**config.mk**
```make
export PLATFORM = sky130hd
export DESIGN_NAME = dfii_init_bist
export DESIGN_NICKNAME = d
export VERILOG_FILES = /design/src/rtl/dfii_init_bist.sv
export SDC_FILE = /design/constraint.sdc
export NUM_CORES = 1
export LEC_CHECK = 0
export ABC_AREA = 0
export BUFFER_PORTS_ARGS = -buffer_cell sky130_fd_sc_hd__buf_2
export CORE_MARGIN = 5
export CORE_UTILIZATION = 55
export DETAILED_ROUTE_END_ITERATION = 8
export PLACE_DENSITY = 0.85
export RECOVER_POWER = 50
export SYNTH_ARGS = -nofsm -noshare
export SYNTH_HDL_FRONTEND = slang
export SYNTH_SLANG_ARGS = --single-unit
```
**constraint.sdc**
```tcl
create_clock -name clk -period 4.06 [get_ports clk]
set_input_delay 0.812 -clock clk [delete_from_list [all_inputs] [get_ports clk]]
set_output_delay 0.812 -clock clk [all_outputs]
set_load 0.02 [all_outputs]
```
**src/rtl/dfii_init_bist.sv**
```systemverilog
// dfii_init_bist: Wishbone master that brings up DDR3 through the DFII CSRs,
// then writes and reads back a seeded pattern window, reporting pass/fail/timeout.
module dfii_init_bist #(
    parameter logic [29:0] CSR_BASE       = 30'h2400,
    parameter logic [29:0] MEM_BASE       = 30'h04000000,
    parameter logic [15:0] MR0            = 16'h0220,
    parameter logic [15:0] MR1            = 16'h0006,
    parameter logic [15:0] MR2            = 16'h0200,
    parameter logic [15:0] MR3            = 16'h0000,
    parameter int          TDLLK_CYCLES   = 600,
    parameter int          TZQINIT_CYCLES = 600,
    parameter int          SETTLE_CYCLES  = 200,
    parameter int          TEST_WORDS     = 4,
    parameter logic [31:0] SEED           = 32'hFACECA8C,
    parameter int          ACK_TIMEOUT    = 1023
) (
    input  logic        clk,
    input  logic        rst,
    input  logic        start,
    output logic        busy,
    output logic        done,
    output logic        error,
    output logic [1:0]  err_code,
    output logic [29:0] fail_addr,
    output logic [31:0] fail_data,
    output logic [29:0] wb_adr,
    output logic [31:0] wb_dat_w,
    input  logic [31:0] wb_dat_r,
    output logic [3:0]  wb_sel,
    output logic        wb_cyc,
    output logic        wb_stb,
    output logic        wb_we,
    input  logic        wb_ack
);
    typedef enum logic [2:0] {IDLE, BUS, WAIT, TEST_WR, TEST_RD, FINISH} state_t;
    localparam logic [4:0]  STEPS     = 5'd28;
    localparam logic [15:0] LAST_WORD = 16'(TEST_WORDS - 1);
    state_t state, state_n;
    logic [4:0]  step;
    logic [15:0] idx;
    logic [31:0] cnt, tmo, rom_dat, pat;
    logic [35:0] rom;
    logic [2:0]  rom_off;
    logic        rom_dly, rd, start_q, on_bus, mis, last, tmo_hit;
    function automatic logic [35:0] wr(input logic [2:0] off, input logic [31:0] dat);
        return {1'b0, off, dat};
    endfunction
    // Step ROM: {is_delay, CSR offset, data or delay length}
    always_comb begin
        case (step)
            5'd0:  rom = wr(3'd3, 32'h0);
            5'd1:  rom = wr(3'd4, 32'h0);
            5'd2:  rom = wr(3'd0, 32'h0C);
            5'd3:  rom = wr(3'd0, 32'h0E);
            5'd4:  rom = wr(3'd3, {16'h0, MR2});
            5'd5:  rom = wr(3'd4, 32'h2);
            5'd8:  rom = wr(3'd3, {16'h0, MR3});
            5'd9:  rom = wr(3'd4, 32'h3);
            5'd12: rom = wr(3'd3, {16'h0, MR1});
            5'd13: rom = wr(3'd4, 32'h1);
            5'd16: rom = wr(3'd3, {16'h0, MR0 | 16'h0100});
            5'd17: rom = wr(3'd4, 32'h0);
            5'd6, 5'd10, 5'd14, 5'd18: rom = wr(3'd1, 32'h0F);
            5'd7, 5'd11, 5'd15, 5'd19: rom = wr(3'd2, 32'h1);
            5'd20: rom = {1'b1, 3'd0, 32'(TDLLK_CYCLES)};
            5'd21: rom = wr(3'd3, 32'h400);
            5'd22: rom = wr(3'd4, 32'h0);
            5'd23: rom = wr(3'd1, 32'h03);
            5'd24: rom = wr(3'd2, 32'h1);
            5'd25: rom = {1'b1, 3'd0, 32'(TZQINIT_CYCLES)};
            5'd26: rom = wr(3'd0, 32'h01);
            default: rom = {1'b1, 3'd0, 32'(SETTLE_CYCLES)};
        endcase
    end
    assign {rom_dly, rom_off, rom_dat} = rom;
    assign pat      = {idx, ~idx} ^ SEED;
    assign on_bus   = state inside {BUS, TEST_WR, TEST_RD};
    assign busy     = on_bus || state == WAIT;
    assign wb_cyc   = on_bus;
    assign wb_stb   = on_bus;
    assign wb_sel   = on_bus ? 4'hF : 4'h0;
    assign wb_we    = state == BUS || state == TEST_WR;
    assign wb_adr   = state == BUS ? CSR_BASE + {27'd0, rom_off} : on_bus ? MEM_BASE + {14'd0, idx} : 30'd0;
    assign wb_dat_w = state == BUS ? rom_dat : state == TEST_WR ? pat : 32'd0;
    assign mis      = state == TEST_RD && wb_dat_r != pat;
    assign last     = idx == LAST_WORD;
    assign tmo_hit  = on_bus && !wb_ack && tmo == 32'(ACK_TIMEOUT - 1);
    always_ff @(posedge clk) begin
        if (rst) state <= IDLE;
        else state <= state_n;
    end
    always_comb begin
        state_n = state;
        case (state)
            IDLE:         state_n = start && !start_q ? BUS : IDLE;
            BUS, TEST_WR: state_n = tmo_hit ? FINISH : wb_ack ? WAIT : state;
            TEST_RD:      state_n = tmo_hit ? FINISH : !wb_ack ? TEST_RD : (mis || last) ? FINISH : WAIT;
            WAIT:         state_n = cnt != 0 ? WAIT : step < STEPS ? (rom_dly ? WAIT : BUS) :
                                    TEST_WORDS == 0 ? FINISH : rd ? TEST_RD : TEST_WR;
            FINISH:       state_n = IDLE;
            default:      state_n = IDLE;
        endcase
    end
    always_ff @(posedge clk) begin
        if (rst) begin
            {step, idx, cnt, tmo, rd, start_q} <= '0;
            {done, error, err_code, fail_addr, fail_data} <= '0;
        end else begin
            start_q <= start;
            tmo <= on_bus && !wb_ack ? tmo + 32'd1 : 32'd0;
            if (state == IDLE && state_n == BUS) begin
                {step, idx, cnt, rd} <= '0;
                {done, error, err_code, fail_addr, fail_data} <= '0;
            end
            if (state == BUS && wb_ack) step <= step + 5'd1;
            if (state == TEST_WR && wb_ack) begin
                idx <= last ? 16'd0 : idx + 16'd1;
                rd <= rd | last;
            end
            if (state == TEST_RD && wb_ack && !mis) idx <= idx + 16'd1;
            if (state == WAIT && cnt != 0) cnt <= cnt - 32'd1;
            // Entering a delay step: this gap cycle plus rom_dat counted cycles
            if (state == WAIT && cnt == 0 && step < STEPS && rom_dly) begin
                step <= step + 5'd1;
                cnt <= rom_dat == 0 ? 32'd0 : rom_dat - 32'd1;
            end
            if (tmo_hit) begin
                err_code <= 2'd1;
                fail_addr <= wb_adr;
                fail_data <= 32'd0;
            end else if (mis && wb_ack) begin
                err_code <= 2'd2;
                fail_addr <= wb_adr;
                fail_data <= wb_dat_r;
            end
            if (state_n == FINISH && !tmo_hit) begin
                done <= 1'b1;
                error <= mis && wb_ack;
            end
            if (state == FINISH) begin
                done <= 1'b1;
                error <= err_code != 0;
            end
        end
    end
endmodule

```
==> run_results.csv <==
group,metric,value,unit
floorplanning,initial_utilization,56.1,%
synthesis,synth_top_family_by_area,"simple AND/OR/NAND/NOR gates",
sta,worst_slew_pin_slew,1.53,ns
global_routing,grt_pass1_vias,7438,
setup_path,critPathLaunch,"state[1]",
synthesis,ys_seq_area_share,36.8,%
hold_path,hold_start,"tmo[0]",
synthesis,synth_edf_count,0,
global_routing,grt.total_usage,25.6,%
synthesis,yosysUniqueCellTypes,70,
route,first_iter_violations,696,
floorplanning,core,15100,um2
floorplanning,die-area,18000,um2
synthesis,yosys.area.top_type_share,36.8,%
global_routing,grt_max_degree,71,
sta,period_share,87.8,%
power_and_ir_drop,leakage,0.00383,uW
outcome,violations,"capacitance limit, slew limit",
hold_path,hold_path_class,"reg -> reg",
setup_path,critPathRequiredTime,4.41,ns
floorplanning,io_pins,172,
setup_path,critPathMaxFanout,26,
sta,post-route-min-period,3.56,ns
power_and_ir_drop,powerDensity,744,nW/um2
power_and_ir_drop,switching_share,46.0,%
clock_network,cts.sinks,156,
route,drc,0,
clock_network,htreeDepth,4,
power_and_ir_drop,p_clk_share,22.4,%
synthesis,yosys.area_share.simple,29.4,%
clock_network,cts_made_buffers,17,
clock_network,clk_latency,0.44,ns
synthesis,ys_ff_latch,156,
power_and_ir_drop,comb_power_share,51.5,%
sta,relSlewSlack,-1.96,%
power_and_ir_drop,power.internal,3880,uW
sta,finalHoldViolations,0,
synthesis,synth_xor_area_share,7.01,%
setup_path,worstSetupPathType,"reg -> reg",
sta,rsz0062_at_grt,"false",
synthesis,yosysWarnings,0,
setup_path,reg2reg_slack,0.50,ns
global_routing,grt_remaining_overflow,0,
clock_network,postCtsHoldBufs,0,
synthesis,synthArstFlopShare,0,%
clock_network,path_clk_slew,0.06,ns
setup_path,cp.arrival,3.91,ns
power_and_ir_drop,p_total,7180,uW
layout,finish.net_count,1261,
setup_path,cpMostUsedCell,"nor2_1",
job,cap_violations,1,
setup_path,worst_r2r_startpoint,"state[1]",
synthesis,synthTopCellsByArea,"dfxtp_1 37%, nor2_1 9.7%, a21oi_1 4.6%",
placed_design,gp_congestion,0.905,
floorplanning,die_width,134,um
synthesis,synthAdderAreaFrac,2.48,%
setup_path,crit_path_top_delay_cell,"o21ai_0",
sta,finalSetupTns,0,ns
synthesis,synth_most_common_cell,"nor2_1",
clock_network,clk_path_buf_depth,2,
clock_network,cts_tree,"built",
sta,skew,0.0128,ns
route,routedWlPerCell,16.8,um
synthesis,syn-instance-count,1101,
setup_path,max_stage_delay,0.89,ns
clock_network,cts_setup_buffers,0,
placed_design,dpl.hpwl,16.8,mm
setup_path,startpoint_type,"flip-flop",
synthesis,synth-compound-area-share,14.9,%
layout,antenna_cells,0,
synthesis,syn-mean-instance-area,7.71,um2
synthesis,synthMuxAreaShare,1.96,%
setup_path,crit_chain,"buf_4 > nand2b_1 > o21ai_0 > nand2b_1 > nor4_1 > buf_4 > nor2_1 > nor2_1 > a22oi_1 > nor2_1",
placed_design,io_buffers,145,
route,viasPerCell,5.83,
power_and_ir_drop,ir_worst_vdd,0.673,mV
layout,layout-area-overhead-vs-synth,13.7,%
route,vias,8227,
route,first_pass_iters,7,
sta,setup_viol,0,
sta,timing.final.max_slew_violations,71,
setup_path,end_kind,"flip-flop",
floorplanning,num_rows,45,
power_and_ir_drop,p_seq_share,26.1,%
synthesis,synthTopCellsByCount,"220 x nor2_1, 156 x dfxtp_1, 91 x nand2_1, 78 x a21oi_1, 50 x clkbuf_1",
synthesis,yosysTopAreaCell,"dfxtp_1",
clock_network,post_cts_resized,0,
synthesis,syn-cell-area,8490,um2
sta,fmax,281,MHz
global_routing,grt_pass1_wl,37.6,mm
power_and_ir_drop,netSwitchingPower,3300,uW
floorplanning,die_y,134,um
clock_network,root_buffer,"clkbuf_16",
global_routing,grt_antenna_before_repair,0,
synthesis,synthFlopType,"dfxtp_1",
layout,drive_above_1_share,12.1,%
route,detail_route.wirelength,23.7,mm
route,detail-route-antenna-nets,0,
outcome,status,"finished with violations",
==> critical path, delay by kind of cell, from the launching register on <==
kind	cells	cell delay [ns]
simple gates	6	1.58
compound gates	2	1.10
buf+inv	2	0.47
flops	1	0.32
==> registers in the layout, summed over array words and instances, names as in the netlist, 2 cells and up <==
name       count
step           5
idx           16
fail_data     32
err_code       2
tmo           32
state          3
cnt           32
fail_addr     17
rom           13
==> layer usage <==
| metal | wire [um] | up-vias | global-route usage (%) |
|---|---|---|---|
| li1 | - | 3962 | - |
| met1 | 9870 | 3821 | 33.3 |
| met2 | 10800 | 380 | 41.0 |
| met3 | 2090 | 64 | 4.61 |
| met4 | 911 | 0 | 12.7 |
| met5 | 0 | - | 0 |
==> cell type report <==
type | count | area (um2)
clock buffer | 21 | 460
multi-input combinational | 843 | 4830
sequential | 156 | 3120
inverter | 25 | 93.8
tap | 188 | 235
clock inverter | 11 | 133
timing repair buffer | 166 | 776
fill | 1322 | 5500
==> layout by cell type, fill, tap and decap left out, types with 4 or more instances in the layout <==
cell type and count:
o21ai_0 38, nor3_1 28, or3_1 13, o22ai_1 7, buf_4 15, xor2_1 35
a311oi_1 7, nor3b_1 7, nand3_1 33, and3b_1 5, a21oi_1 77, clkbuf_1 76
and3_1 16, nor2_1 221, clkbuf_16 17, buf_2 75, xnor2_1 33, nand4_1 24
nand2_1 91, o31ai_1 4, o21a_1 6, nand2b_1 10, conb_1 26, a31oi_1 10
a211oi_1 5, a2bb2oi_1 4, inv_1 24, and2_1 11, ha_1 16, inv_6 4
nor4_1 20, mux2i_1 14, a22oi_1 17, and4_1 4, dfxtp_1 156, or2_2 5
a21o_1 5
==> power groups by stage <==
stage                     Combinational (uW)  Clock, uW  Sequential [uW]
after CTS                               3710       1620             1870
after global placement                  3540          0             1890
final                                   3700       1600             1880
after detailed placement                3640          0             1900
after global routing                    4110       1690             1900
after floorplan                         2890          0             1850
==> stage by stage <==
| stage | area (um2) | util, % | std cells | worst slack (ns) | hold WS [ns] |
|---|---|---|---|---|---|
| 2_1_floorplan | 8580 | - | 1126 | 0.967 | 0.425 |
| 3_3_place_gp | 9190 | 60.7 | 1378 | 0.849 | 0.439 |
| 3_5_place_dp | 9190 | 60.7 | 1378 | 0.765 | 0.448 |
| 4_1_cts | 9780 | 64.6 | 1410 | 0.586 | 0.464 |
| 5_1_grt | 9650 | 63.7 | 1410 | 0.216 | 0.508 |
| 6_report | 9650 | 63.7 | 1410 | 0.495 | 0.460 |
==> worst paths after layout <==
path,cells after the start,endpoint
worst max-delay path,10,fail_addr[4]
worst min register to register,1,tmo[0]
worst min-delay path,1,tmo[0]
worst max register to register,10,fail_addr[4]
==> cell families (layout without fill, tap and decap cells) <==
family | count (synthesis) | count (layout)
fa+ha+maj | 17 | 17
buf+inv | 127 | 223
mux | 16 | 16
flops | 156 | 156
simple gates | 513 | 513
other cells | 1 | 26
compound gates | 203 | 203
xor+xnor | 68 | 68
Note: power is estimated with default switching activity, not from simulation.
